`src/rtl/data_bus_pkg.sv`:
```
// rtl/data_bus_pkg.sv - shared types, FSM states and index-width helper for the data bus arbiter
package data_bus_pkg;

    typedef logic [7:0] data_t;

    typedef enum logic {
        IDLE  = 1'b0,
        GRANT = 1'b1
    } arb_state_t;

    // A single requester still needs a one-bit index port.
    function automatic int idx_width(input int n);
        return (n > 1) ? $clog2(n) : 1;
    endfunction

    localparam int DEF_N_REQ = 4;
    localparam int DEF_IDX_W = idx_width(DEF_N_REQ);

endpackage

```
`src/rtl/I.sv`:
```
// rtl/I.sv - shared data bus: P1 drives the data word, P2 consumes it
interface I;
    import data_bus_pkg::*;

    data_t data;

    modport P1 (output data);
    modport P2 (input  data);

endinterface

```
`src/rtl/rr_pick.sv`:
```
// rtl/rr_pick.sv - combinational round-robin pick: first requester at or after ptr, wrapping
module rr_pick
    import data_bus_pkg::*;
#(
    parameter int N = 4,
    parameter int W = idx_width(N)
) (
    input  logic [N-1:0] i_req,
    input  logic [W-1:0] i_ptr,
    output logic         o_found,
    output logic [W-1:0] o_idx
);

    logic [W-1:0] cand;

    // Scan from the farthest offset down so the nearest candidate wins last.
    always_comb begin
        o_found = 1'b0;
        o_idx   = '0;
        cand    = '0;
        for (int k = N - 1; k >= 0; k--) begin
            cand = W'((int'(i_ptr) + k) % N);
            if (i_req[cand]) begin
                o_found = 1'b1;
                o_idx   = cand;
            end
        end
    end

endmodule

```
`src/rtl/data_bus_rr_arbiter.sv`:
```
// rtl/data_bus_rr_arbiter.sv - round-robin burst arbiter sharing the P1 side of the data bus
module data_bus_rr_arbiter
    import data_bus_pkg::*;
#(
    parameter int    N_REQ      = 4,
    parameter int    MAX_BURST  = 4,
    parameter data_t IDLE_VALUE = 8'h00
) (
    input  logic                        i_clk,
    input  logic                        i_rst_n,
    input  logic [N_REQ-1:0]            i_req,
    input  data_t                       i_data [N_REQ],
    output logic [N_REQ-1:0]            o_ack,
    I.P1                                p1,
    output logic                        o_valid,
    output logic [idx_width(N_REQ)-1:0] o_grant,
    output logic                        o_busy
);

    localparam int GW = idx_width(N_REQ);
    localparam int CW = $clog2(MAX_BURST + 1);

    arb_state_t    state_q, state_d;
    logic [GW-1:0] ptr_q, ptr_d;
    logic [GW-1:0] grant_q, grant_d;
    logic [CW-1:0] cnt_q, cnt_d;
    data_t         data_q, data_d;
    logic          valid_q, valid_d;

    logic          pick_found;
    logic [GW-1:0] pick_idx;
    logic [GW-1:0] ptr_after_grant;
    logic [CW-1:0] cnt_inc;
    logic          xfer;

    rr_pick #(
        .N (N_REQ),
        .W (GW)
    ) u_pick (
        .i_req   (i_req),
        .i_ptr   (ptr_q),
        .o_found (pick_found),
        .o_idx   (pick_idx)
    );

    assign xfer            = (state_q == GRANT) && i_req[grant_q];
    assign cnt_inc         = cnt_q + 1'b1;
    assign ptr_after_grant = (grant_q == GW'(N_REQ - 1)) ? '0 : grant_q + 1'b1;

    always_comb begin
        o_ack = '0;
        if (xfer) begin
            o_ack[grant_q] = 1'b1;
        end
    end

    always_comb begin
        state_d = state_q;
        ptr_d   = ptr_q;
        grant_d = grant_q;
        cnt_d   = cnt_q;
        data_d  = data_q;
        valid_d = 1'b0;
        case (state_q)
            IDLE: begin
                if (pick_found) begin
                    grant_d = pick_idx;
                    cnt_d   = '0;
                    state_d = GRANT;
                end
            end
            GRANT: begin
                if (xfer) begin
                    data_d  = i_data[grant_q];
                    valid_d = 1'b1;
                    cnt_d   = cnt_inc;
                    if (cnt_inc == CW'(MAX_BURST)) begin
                        state_d = IDLE;
                        ptr_d   = ptr_after_grant;
                    end
                end else begin
                    // Requester went quiet mid-burst: give up the bus early.
                    state_d = IDLE;
                    ptr_d   = ptr_after_grant;
                end
            end
            default: state_d = IDLE;
        endcase
    end

    always_ff @(posedge i_clk or negedge i_rst_n) begin
        if (!i_rst_n) begin
            state_q <= IDLE;
            ptr_q   <= '0;
            grant_q <= '0;
            cnt_q   <= '0;
            data_q  <= IDLE_VALUE;
            valid_q <= 1'b0;
        end else begin
            state_q <= state_d;
            ptr_q   <= ptr_d;
            grant_q <= grant_d;
            cnt_q   <= cnt_d;
            data_q  <= data_d;
            valid_q <= valid_d;
        end
    end

    assign p1.data = data_q;
    assign o_valid = valid_q;
    assign o_grant = grant_q;
    assign o_busy  = (state_q == GRANT);

endmodule

```
`src/flat_wrapper.sv`:
```
// flat-port wrapper written by rule: the top's interface ports become plain ports
module data_bus_rr_arbiter_flat import data_bus_pkg::*;
#(
    parameter int    N_REQ      = 4,
    parameter int    MAX_BURST  = 4,
    parameter data_t IDLE_VALUE = 8'h00
)
  (i_clk, i_rst_n, i_req, i_data, o_ack, o_valid, o_grant, o_busy, p1_data);
  I p1_i ();
  input  logic i_clk;
  input  logic i_rst_n;
  input  logic [N_REQ-1:0] i_req;
  input  data_t i_data[N_REQ];
  output logic [N_REQ-1:0] o_ack;
  output logic o_valid;
  output logic [idx_width(N_REQ)-1:0] o_grant;
  output logic o_busy;
  output wire logic [$bits(p1_i.data)-1:0] p1_data;
  assign p1_data = p1_i.data;
  data_bus_rr_arbiter #(.N_REQ(N_REQ), .MAX_BURST(MAX_BURST), .IDLE_VALUE(IDLE_VALUE)) u_core (.i_clk(i_clk), .i_rst_n(i_rst_n), .i_req(i_req), .i_data(i_data), .o_ack(o_ack), .p1(p1_i), .o_valid(o_valid), .o_grant(o_grant), .o_busy(o_busy));
endmodule
```
`config.mk`:
```
export PLATFORM = sky130hd
export DESIGN_NAME = data_bus_rr_arbiter_flat
export DESIGN_NICKNAME = d
export VERILOG_FILES = /design/src/rtl/data_bus_pkg.sv /design/src/rtl/I.sv /design/src/rtl/rr_pick.sv /design/src/rtl/data_bus_rr_arbiter.sv /design/src/flat_wrapper.sv
export SDC_FILE = /design/constraint.sdc
export NUM_CORES = 1
export LEC_CHECK = 0
export CORE_UTILIZATION = 32
export CTS_BUF_LIST = sky130_fd_sc_hd__clkbuf_16
export DETAILED_ROUTE_END_ITERATION = 10
export PLACE_DENSITY = 0.68
export SLEW_MARGIN = 5
export SYNTH_ARGS = -nofsm -noshare
export SYNTH_HDL_FRONTEND = slang
export SYNTH_SLANG_ARGS = --single-unit
```
`constraint.sdc`:
```
create_clock -name i_clk -period 1.79 [get_ports i_clk]
set_input_delay 0.179 -clock i_clk [delete_from_list [all_inputs] [get_ports i_clk]]
set_output_delay 0.179 -clock i_clk [all_outputs]
set_load 0.05 [all_outputs]
```
==> results by group <==
Run status
  – Status: finished, final reports clean

Power and ir drop
  – Power Total: 3.15 mW
  – PD cells: 1740 mW/mm2
  – Leak: 0.839 nW
  – Peak VDD IR: 0.000671 V

Yosys
  – Synth Instances: 103
  – Asr flop ratio synth: 100%
  – Syn Area/Cell: 10.5 um2
  – Post-Synthesis Net Count: 147
  – Multiplexer area fraction after synthesis: 22.4%
  – Post-synthesis simple-gate area fraction: 17.6%
  – Largest cells by area after synthesis: dfrtp_1 (39%), mux4_2 (19%), nand2_1 (10%), ha_1 (6.9%), mux2_4 (2.8%)
  – Yosys warns: 0
  – Post-synth cell types: 30
  – Yosys reg bits: 17
  – Main combinational cell family by area after synthesis: multiplexers
  – Synth top area share: 39.2%
  – Synth Area in XOR/XNOR: 2.42%
  – Adder-cell area share of the yosys netlist: 6.91%
  – Most common flop cell mapped by yosys: dfrtp_1
  – EDFF count, synth: 0
  – Sequential area share after synthesis: 39.2%
  – Synth Cell Area: 0.00109 mm2
  – Synth Area in Compound Gates: 7.49%
  – Post-synth top area cell: dfrtp_1

STA
  – Least-Margin Pin Slew: 510 ps
  – Min Hold Slack: 262 ps
  – Max Slew Vio Count: 0
  – Worst Skew: 5.38 ps
  – Setup violators final: 0
  – Crit share post-route: 98.7%
  – Minimum clock period: 1770 ps
  – Highest clock rate: 566 MHz
  – Hold Vio Cnt, Final: 0
  – Relative slew slack: 65.9%

Critical path
  – Worst setup SP type: register
  – Worst path max stage delay: 560 ps
  – WP data required: 1610 ps
  – CP Data Arrival Time: 1590 ps
  – Worst setup EP type: output pin
  – Worst path top cell family by delay: multiplexers
  – Worst Path Class, Setup: register to output pin
  – Worst Path Max Fanout: 6
  – Slowest-stage cell, CP: mux4_2
  – WP buf/inv: 1
  – Crit-path cells: mux4_2 > and3_1 > buf_4

Finish
  – Final Non-Filler Cells: 213
  – Inserted Diodes: 0
  – Commonest non-fill, non-tap cells in the layout: clkdlybuf4s50_1 (46), nand2_1 (30), buf_4 (19)
  – Layout cells sized above 1: 24.3%
  – Area delta synth->final: 66.8%
  – Nets: 214
  – Core Util, Final: 57.9%
  – Most common cell after layout, fill and taps aside: clkdlybuf4s50_1

GRT
  – Grt total ovfl: 0
  – Initial antenna violation count: 0
  – Largest net degree at the start of global routing: 18
  – Vias in the first global route: 1,018
  – First-pass GRT wire length: 4240 um
  – GRT Util Overall: 16.1%

Clocking
  – Root Buffer: clkbuf_16
  – Clk pin slew, worst setup/hold paths: 50 ps
  – CTS buffer count: 3
  – Hold_buf cts: 0
  – Worst-Skew Late Latency: 250 ps
  – CTS tree: built
  – CTS Buffer Depth: 2
  – Num Clock Sinks: 17
  – Max H-tree Level: 1

Floorplan
  – Starting Density: 34.7%
  – Width of the die: 60.3 um
  – I/O pin cnt: 54
  – Die ar.: 0.00363 mm2
  – DIE HEIGHT: 60.3 um
  – Core ar.: 0.00313 mm2
  – Row count: 20

Worst hold path
  – Hold crit path type: primary input to asynchronous set/reset pin

Detailed routing
  – WL final: 2780 um
  – Vias: 1,006
  – Residual DRC: 0
  – WL/cell: 13.0 um
  – Vias per cell: 4.72
  – Initial DRC count: 27
  – DR pass1 iterations: 4
  – Post-route ant nets: 0

Placement
  – Placed cells: 207
  – HPWL after DPL: 2230 um
  – # port buffers: 53
  – RePlAce Congestion: 0.769

Flow run
  – Max-cap violations: 0
[cells in the mapped netlist (2+ instances only)]
cell type  instances
xor2_1             2
nand2_1           30
dfrtp_1           17
a22o_1             2
nor2_1             3
inv_1              3
o21ai_0            2
ha_1               6
buf_2              2
mux4_2             9
mux2_4             2
a21oi_1            3
and3_1             4
inv_2              2
[area by class of cell]
| cell class | instances | area (um2) |
|---|---|---|
| fillers | 286 | 1320 |
| multi-input cells | 77 | 617 |
| repair buffers | 66 | 614 |
| flip-flops and latches | 17 | 428 |
| clock buffers | 3 | 75.1 |
| well taps | 44 | 55.1 |
| inverters | 5 | 18.8 |
| clock inverters | 1 | 3.75 |
[cell families after synthesis]
family | after synthesis
muxes | 12
AOI/OAI and AO/OA | 12
DFF | 17
adders and majority gates | 6
xor gates and xnor gates | 3
and+or+nand+nor | 44
buffers and inverters | 9
[worst reg2reg max path: stages (launching register included)]
cell and delay [ps]:
dfrtp_1 420, ha_1 250, xor2_1 160, and2_0 200, o21ai_2 190, mux2_4 310
[repair_timing]
action,in CTS,in global routing
pin swaps,0,0
endpoints found under the setup margin,4,4
buffers inserted,1,1
resized for setup,0,1
[metrics by stage]
step                      setup WS, ps  TNS, ps  cell area [um2]
after floorplan                   31.9        0             1090
after global placement            38.4        0             1710
after detailed placement         -9.79    -21.6             1710
after CTS                         17.1        0             1800
after global routing             -3.86    -3.86             1810
final                             24.0        0             1810
[power breakdown]
| group | leakage [nW] | total, mW | internal, mW | switching, mW |
|---|---|---|---|---|
| Clock | 0.0423 | 0.441 | 0.296 | 0.145 |
| Combinational | 0.588 | 1.97 | 0.856 | 1.12 |
| Sequential | 0.209 | 0.740 | 0.576 | 0.164 |
[worst paths after layout]
path	start	end	slack (ps)	cells after the start
setup reg to reg	u_core.cnt_q[0]	u_core.ptr_q[1]	140	5
min in group i_clk	u_core.p1.data[3]	u_core.p1.data[3]	470	2
max in group asynchronous	i_rst_n	u_core.o_grant[0]	1320	2
hold / removal	i_rst_n	u_core.cnt_q[1]	260	2
setup / recovery	u_core.o_grant[1]	o_ack[1]	20	3
hold reg to reg	u_core.p1.data[3]	u_core.p1.data[3]	470	2
[metal layers]
metal	GRT usage [%]	vias to the layer above	routed length [um]
met2	29.4	28	1530
met1	18.1	483	1130
met3	2.38	5	76
li1	-	490	-
met4	7.31	0	38
met5	0	-	0
[flip-flops by register name, indices dropped and copies added, names as in the netlist]
name,count
u_core.cnt_q,3
u_core.o_busy,1
u_core.o_valid,1
u_core.ptr_q,2
u_core.o_grant,2
u_core.p1.data,8
No activity file was read; power rests on OpenSTA's default activity.
